### src/rtl/linx_uart_pkg.sv
// linx_uart_pkg: shared UART FIFO widths, default depth and status-register bit map
package linx_uart_pkg;
  localparam int UART_BYTE_W = 8;
  localparam int LINX_UART_FIFO_DEPTH = 256;
  localparam int STS_EMPTY_BIT = 0;
  localparam int STS_FULL_BIT = 1;
  localparam int STS_OVERFLOW_BIT = 2;
  localparam int STS_COUNT_LSB = 8;
  localparam int STS_COUNT_W = $clog2(LINX_UART_FIFO_DEPTH) + 1;
endpackage

### src/rtl/linx_byte_ram.sv
// linx_byte_ram: DEPTH x byte storage, synchronous write, asynchronous read
module linx_byte_ram
  import linx_uart_pkg::*;
#(
  parameter int DEPTH = LINX_UART_FIFO_DEPTH,
  parameter int AW = $clog2(DEPTH)
) (
  input  logic                   clk,
  input  logic                   i_we,
  input  logic [AW-1:0]          i_waddr,
  input  logic [UART_BYTE_W-1:0] i_wdata,
  input  logic [AW-1:0]          i_raddr,
  output logic [UART_BYTE_W-1:0] o_rdata
);
  logic [UART_BYTE_W-1:0] r_mem [DEPTH];
  always_ff @(posedge clk)
    if (i_we) r_mem[i_waddr] <= i_wdata;
  assign o_rdata = r_mem[i_raddr];
endmodule

### src/rtl/linx_uart_tx_fifo.sv
// linx_uart_tx_fifo: lossless-capture byte FIFO from core UART to register block, with drop statistics
module linx_uart_tx_fifo
  import linx_uart_pkg::*;
#(
  parameter int DEPTH = LINX_UART_FIFO_DEPTH,
  parameter int OVF_W = 16,
  localparam int AW = $clog2(DEPTH)
) (
  input  logic                   clk,
  input  logic                   rst,
  input  logic                   flush,
  input  logic                   in_valid,
  input  logic [UART_BYTE_W-1:0] in_byte,
  input  logic                   pop,
  output logic                   out_valid,
  output logic [UART_BYTE_W-1:0] out_byte,
  output logic [AW:0]            count,
  output logic                   empty,
  output logic                   full,
  output logic                   overflow,
  output logic [OVF_W-1:0]       overflow_cnt,
  output logic [31:0]            byte_total
);
  logic [AW-1:0]          r_wr_ptr, r_rd_ptr;
  logic [AW:0]            r_count;
  logic                   r_overflow;
  logic [OVF_W-1:0]       r_ovf_cnt;
  logic [31:0]            r_byte_total;
  logic                   w_empty, w_full, w_pop, w_push, w_drop;
  logic [UART_BYTE_W-1:0] w_head;
  assign w_empty = r_count == '0;
  assign w_full  = r_count == (AW+1)'(DEPTH);
  assign w_pop   = pop & ~w_empty;
  // a full FIFO that is being popped frees a slot in the same cycle
  assign w_push  = in_valid & (~w_full | w_pop);
  assign w_drop  = in_valid & ~w_push;
  linx_byte_ram #(.DEPTH(DEPTH), .AW(AW)) u_ram (
    .clk     (clk),
    .i_we    (w_push & ~flush & ~rst),
    .i_waddr (r_wr_ptr),
    .i_wdata (in_byte),
    .i_raddr (r_rd_ptr),
    .o_rdata (w_head)
  );
  always_ff @(posedge clk) begin
    if (rst) begin
      r_wr_ptr     <= '0;
      r_rd_ptr     <= '0;
      r_count      <= '0;
      r_overflow   <= 1'b0;
      r_ovf_cnt    <= '0;
      r_byte_total <= '0;
    end else if (flush) begin
      r_wr_ptr   <= '0;
      r_rd_ptr   <= '0;
      r_count    <= '0;
      r_overflow <= 1'b0;
      r_ovf_cnt  <= '0;
    end else begin
      r_wr_ptr     <= r_wr_ptr + AW'(w_push);
      r_rd_ptr     <= r_rd_ptr + AW'(w_pop);
      r_count      <= r_count + (AW+1)'(w_push) - (AW+1)'(w_pop);
      r_byte_total <= r_byte_total + 32'(w_push);
      if (w_drop) begin
        r_overflow <= 1'b1;
        r_ovf_cnt  <= &r_ovf_cnt ? r_ovf_cnt : r_ovf_cnt + 1'b1;
      end
    end
  end
  assign empty        = w_empty;
  assign full         = w_full;
  assign out_valid    = ~w_empty;
  assign out_byte     = w_empty ? '0 : w_head;
  assign count        = r_count;
  assign overflow     = r_overflow;
  assign overflow_cnt = r_ovf_cnt;
  assign byte_total   = r_byte_total;
endmodule

### config.mk
export PLATFORM = sky130hd
export DESIGN_NAME = linx_uart_tx_fifo
export DESIGN_NICKNAME = d
export VERILOG_FILES = /design/src/rtl/linx_uart_pkg.sv /design/src/rtl/linx_byte_ram.sv /design/src/rtl/linx_uart_tx_fifo.sv
export SDC_FILE = /design/constraint.sdc
export NUM_CORES = 2
export LEC_CHECK = 0
export CAP_MARGIN = 20
export CORE_MARGIN = 3
export CORE_UTILIZATION = 35
export DETAILED_ROUTE_END_ITERATION = 7
export PLACE_DENSITY = 0.46
export SYNTH_ARGS = -nofsm -noshare
export SYNTH_HDL_FRONTEND = slang
export SYNTH_HIERARCHICAL = 1
export SYNTH_SLANG_ARGS = --single-unit
### constraint.sdc
create_clock -name clk -period 4.9 [get_ports clk]
set_clock_uncertainty 0.2 [all_clocks]
set_input_delay 0.735 -clock clk [delete_from_list [all_inputs] [get_ports clk]]
set_output_delay 0.735 -clock clk [all_outputs]
set_load 0.01 [all_outputs]
# After elaboration in Yosys (flattened, before gate mapping)
# Memory sizes are Yosys's and may differ from the RTL's. A register that Yosys moved wholly into a read port is not among the register bits.
# Cells that the tools add are included.
[totals]
latchBits = 0
register_bits = 74
romBits = 0
ram_bits = 2048
mem_count = 1
[classes]
reduce_logical = 4
shifts = 0
n_bitwise = 12
n_div = 0
mux = 4
eq_ne = 1
order_cmp = 0
multipliers = 0
add_sub_neg = 6
[mem_list]
columns = ["name", "words", "width", "rd", "rd_clocked_by_memory_dff", "wr", "line", "text"]
rows = [
  ["u_ram.r_mem", 256, 8, 1, 1, 1, "linx_byte_ram.sv:15", "logic [UART_BYTE_W-1:0] r_mem [DEPTH];"],
]
[ops]
columns = ["op", "count"]
rows = [
  ["32-bit by 1-bit adder with 32-bit output", 1],
  ["16-bit by 1-bit adder with 16-bit output, second input constant", 1],
  ["8-bit by 1-bit adder with 8-bit output", 2],
  ["8-bit two-way mux", 2],
  ["16-bit AND reduction", 1],
  ["9-bit by 1-bit adder with 9-bit output", 1],
  ["9-bit == test, second input constant", 1],
  ["9-bit zero test", 1],
  ["9-bit by 1-bit subtractor with 9-bit output", 1],
  ["1-bit NOT", 6],
  ["1-bit AND", 5],
  ["1-bit two-way mux", 2],
  ["2-bit AND reduction", 1],
  ["2-bit OR reduction", 1],
  ["1-bit bitwise OR", 1],
]

# Logic depth before layout (Yosys ltp)
[depth]
word_depth = 9
mapped_depth = 16
ltp_nobuf = 15

# Hierarchy
# Netlist, hierarchy kept.
[modules_own_cells]
columns = ["mod", "seq_area_each_um2", "area_per_inst_um2", "n_inst", "cells_per_inst"]
rows = [
  ["linx_byte_ram", 61499.0, 79396.1, 1, 3725],
  ["linx_uart_tx_fifo", 1481.4, 3644.7, 1, 412],
]

# Worst setup path before layout
# Ideal clock, no wire load.
[synth_timing]
path_type = "in2reg"
startpoint = "in flush"
endpoint = "mem u_ram.r_mem[234][0], enable pin"
arrival_ps = 3064
path_buffers = 6
cell_stages = 10
setup_ps = 370
required_ps = 4330
setup_slack_ps = 1266
cell_sequence = "clkbuf_1 -> or2_2 -> clkbuf_1 -> buf_1 -> nor2_1 -> clkbuf_1 -> buf_1 -> nand3_1 -> clkbuf_1 -> nor2_1"
[synth_between]
elab_chain_cells = 5
[synth_rtl]
columns = ["element", "line", "text"]
rows = [
  ["from (decl)", "linx_uart_tx_fifo.sv:11", "input logic flush,"],
  ["1-bit NOT", "linx_uart_tx_fifo.sv:39", ".i_we (w_push & ~flush & ~rst),"],
  ["1-bit AND (2 in series)", "linx_uart_tx_fifo.sv:39", ""],
  ["1-bit two-way mux", "linx_byte_ram.sv:17", "if (i_we) r_mem[i_waddr] <= i_wdata;"],
  ["1-bit two-way mux (implied by the code)", "linx_byte_ram.sv:17", ""],
  ["to (decl)", "linx_byte_ram.sv:15", ""],
]
# No other way between the ends.

==> reports/results.ini <==
[timing]
relSlewSlack_pct = 23.61
fin_setup_tns_ns = 0
finalHoldViolCount = 0
maxSlewViolCount = 0
setup_viol = 0
finalCritPeriodShare_pct = 99.98
min_period_ns = 4.899
rsz0062_at_grt = true
fmax_mhz = 204.1
tightest_slew_ns = 1.146

[detailed_routing]
vias = 43368
post_drt_wl_per_cell_um = 29.40
dr.pass1.iters = 6
viasPerCell = 5.343
drc_errors = 0
antenna_left = 0
wl_um = 238600
drt_iter0_drc = 4258

[placement]
dpl.hpwl_um = 150300
gp_congestion = 0.8012
portBuffers = 81

[grt]
grt_pass1_wl_um = 340000
grt_usage_pct = 19.47
grt_pass1_vias = 44411
antenna_found_initial = 4
gr-total-overflow = 0
grt_max_degree = 137

[floorplanning]
coreArea_um2 = 235600
die_h_um = 493.1
initial_core_util_pct = 35.24
ios = 82
die_area_um2 = 243100
die_w_um = 493.1
rows = 178

[critical_path]
cp-end-kind = primary output
crit_top_cell = buf_12
cp_slowest_cell = mux4_2
path_class = register to primary output
cp_cell_sequence = buf_12 > buf_12 > buf_12 > buf_12 > buf_4 > mux4_2 > mux4_2 > nor2b_4 > nor4_4 > buf_4 > nor4_4 > and2_1 > buf_2
max_stage_delay_ns = 0.49
crit_fanout = 6
start_kind = register
cp_data_required_time_ns = 3.96
worstPathArrival_ns = 3.96

[pwr]
power_switching_mw = 9.501
power.leakage_nw = 30.93
seq_power_share_pct = 48.5
swShare_pct = 23.12
clock_power_share_pct = 39.4
p_int_mw = 31.59
comb_power_share_pct = 12.0
power_density_nw_per_um2 = 408.7
totalPowerFinal_mw = 41.09
ir_drop_mv = 0.3293

[clocking]
clkTransAtPathRegs_ns = 0.06
cts_hold_buf = 0
h-tree-depth = 4
clock_latency_ns = 0.86
cts_made_buffers = 224
cts_sinks = 2122
cts_tree = built
clk_path_buf_depth = 3
root_buffer = clkbuf_16

[yosys]
netlist_area_um2 = 83040
synth_cells = 4137
synth_warnings = 6
ys.flop_type = edfxtp_1
synth_edf_count = 2048
synth_cell_types = 74
avgSynthCellArea_um2 = 20.07
async_reset_ff_share_pct = 0
synth_seq_cells = 2122
seq_area_frac_synth_pct = 75.84
syn-num-nets = 4170

[layout]
finalNetCount = 4805
drive_above_1_share_pct = 31.40
syn_to_final_growth_pct = 21.07
fin_util_pct = 42.67

[status]
status = finished clean

[run]
drv_cap = 0

[worst_hold_path]
hp-class = input port to register

[sequential cells by signal, indices dropped and copies added (netlist names)]
signal,flops
overflow_cnt,16
r_rd_ptr,8
count,9
r_wr_ptr,8
u_ram/r_mem,2048
byte_total,32
overflow,1
[final cells by class]
| class | count | area (µm²) |
|---|---|---|
| antenna | 6 | 15.01 |
| timing repair buffer | 657 | 6635 |
| fill | 20741 | 135100 |
| clock buffer | 308 | 6066 |
| clock inverter | 107 | 933.4 |
| multi-input combinational | 1748 | 19880 |
| inverter | 19 | 71.32 |
| sequential | 2122 | 63000 |
| tap | 3150 | 3941 |
[path summary, 6_finish.rpt]
check	slack [ns]	endpoint	from	cells past startpoint
worst min register to register	0.27	overflow	overflow	2
worst min-delay path	0.14	u_ram/r_mem[160][5]	in_byte[5]	1
worst max register to register	1.17	u_ram/r_mem[174][5]	count[3]	9
worst max-delay path	0.0007	out_byte[7]	r_rd_ptr[0]	13
[placed cells by master, fill, tap and decap left out, types with 30 or more instances in the layout]
master | synthesis | routed
edfxtp_1 | 2048 | 2048
mux4_2 | 454 | 455
buf_4 | 27 | 448
nor2_1 | 355 | 348
clkbuf_16 | 0 | 230
mux2i_1 | 136 | 134
a22oi_1 | 133 | 103
clkbuf_1 | 120 | 74
a21oi_1 | 104 | 69
dfxtp_1 | 74 | 67
clkdlybuf4s50_1 | 0 | 65
buf_12 | 8 | 65
nand2_1 | 49 | 49
clkinv_1 | 1 | 49
nand3_1 | 57 | 46
xor2_1 | 34 | 34
buf_6 | 21 | 32
o221ai_1 | 46 | 30
a22oi_2 | 0 | 30
[critical path: cells and delay by family (launching register included)]
kind                   cells  cell delay [ns]
and+or+nand+nor            4             0.73
buffers and inverters      7             0.97
DFF                        1             0.38
muxes                      2             0.97
[cells by family after synthesis]
kind of cell    count (synthesis)  share of synthesized area, %
compound gates                408                         3.458
xor+xnor                       58                        0.6117
fa+ha+maj                      20                        0.3104
buf+inv                       267                         1.903
flops                        2122                         75.84
mux                           593                         14.03
simple gates                  669                         3.845
[power by group through the flow]
stage                     clock [mW]  combinational [mW]  sequential, mW
after detailed placement           0                4.18            20.3
after global routing            17.4                5.27            19.9
after global placement             0                4.17            20.3
final                           16.2                4.94            19.9
after floorplan                    0                2.69            20.3
after CTS                       16.7                4.91            19.9
[cell usage after synthesis, drive strengths merged (17+ instances only)]
cell type	n	share of area, %
dfxtp	74	1.8
o21ai	18	0.11
nor2	355	1.6
buf	128	1.3
mux4	456	12
xnor2	24	0.25
and2	23	0.17
a22oi	133	1.2
clkbuf	120	0.54
a211oi	17	0.15
o22ai	28	0.21
nand4	29	0.23
ha	19	0.29
nor4	35	0.31
o221ai	47	0.50
xor2	34	0.36
a21oi	104	0.63
inv	18	0.081
mux2i	136	1.6
nand2	49	0.22
nor2b	35	0.27
edfxtp	2048	74
nand3	57	0.34
nor3	30	0.18
[per-layer routing]
| metal | vias up | track usage [%] | part of all wire, % |
|---|---|---|---|
| met1 | 23559 | 28.21 | 45 |
| met2 | 1118 | 31.12 | 48 |
| met3 | 288 | 2.795 | 5.1 |
| met5 | - | 0 | 0 |
| met4 | 0 | 4.691 | 2.1 |
| li1 | 18403 | - | - |
[through the flow]
step	hold WS, ns	worst slack [ns]	instance area, µm²	instances
after floorplan	0.3038	1.266	83040	4137
after global routing	0.1060	-0.1176	100500	8112
after global placement	0.2535	-0.7210	90440	7569
after CTS	0.08046	-0.1502	99990	8085
after detailed placement	0.2573	-0.4802	90470	7572
final	0.1446	0.0007421	100500	8117
[what timing repair did]
| action | CTS | global route |
|---|---|---|
| gates resized for setup | 299 | 76 |
| buffers inserted | 91 | 33 |
| pin swaps | 59 | 50 |
| gates cloned | 11 | 2 |
| endpoints found under the setup margin | 8 | 8 |
Note: power is estimated with default switching activity, not from simulation.
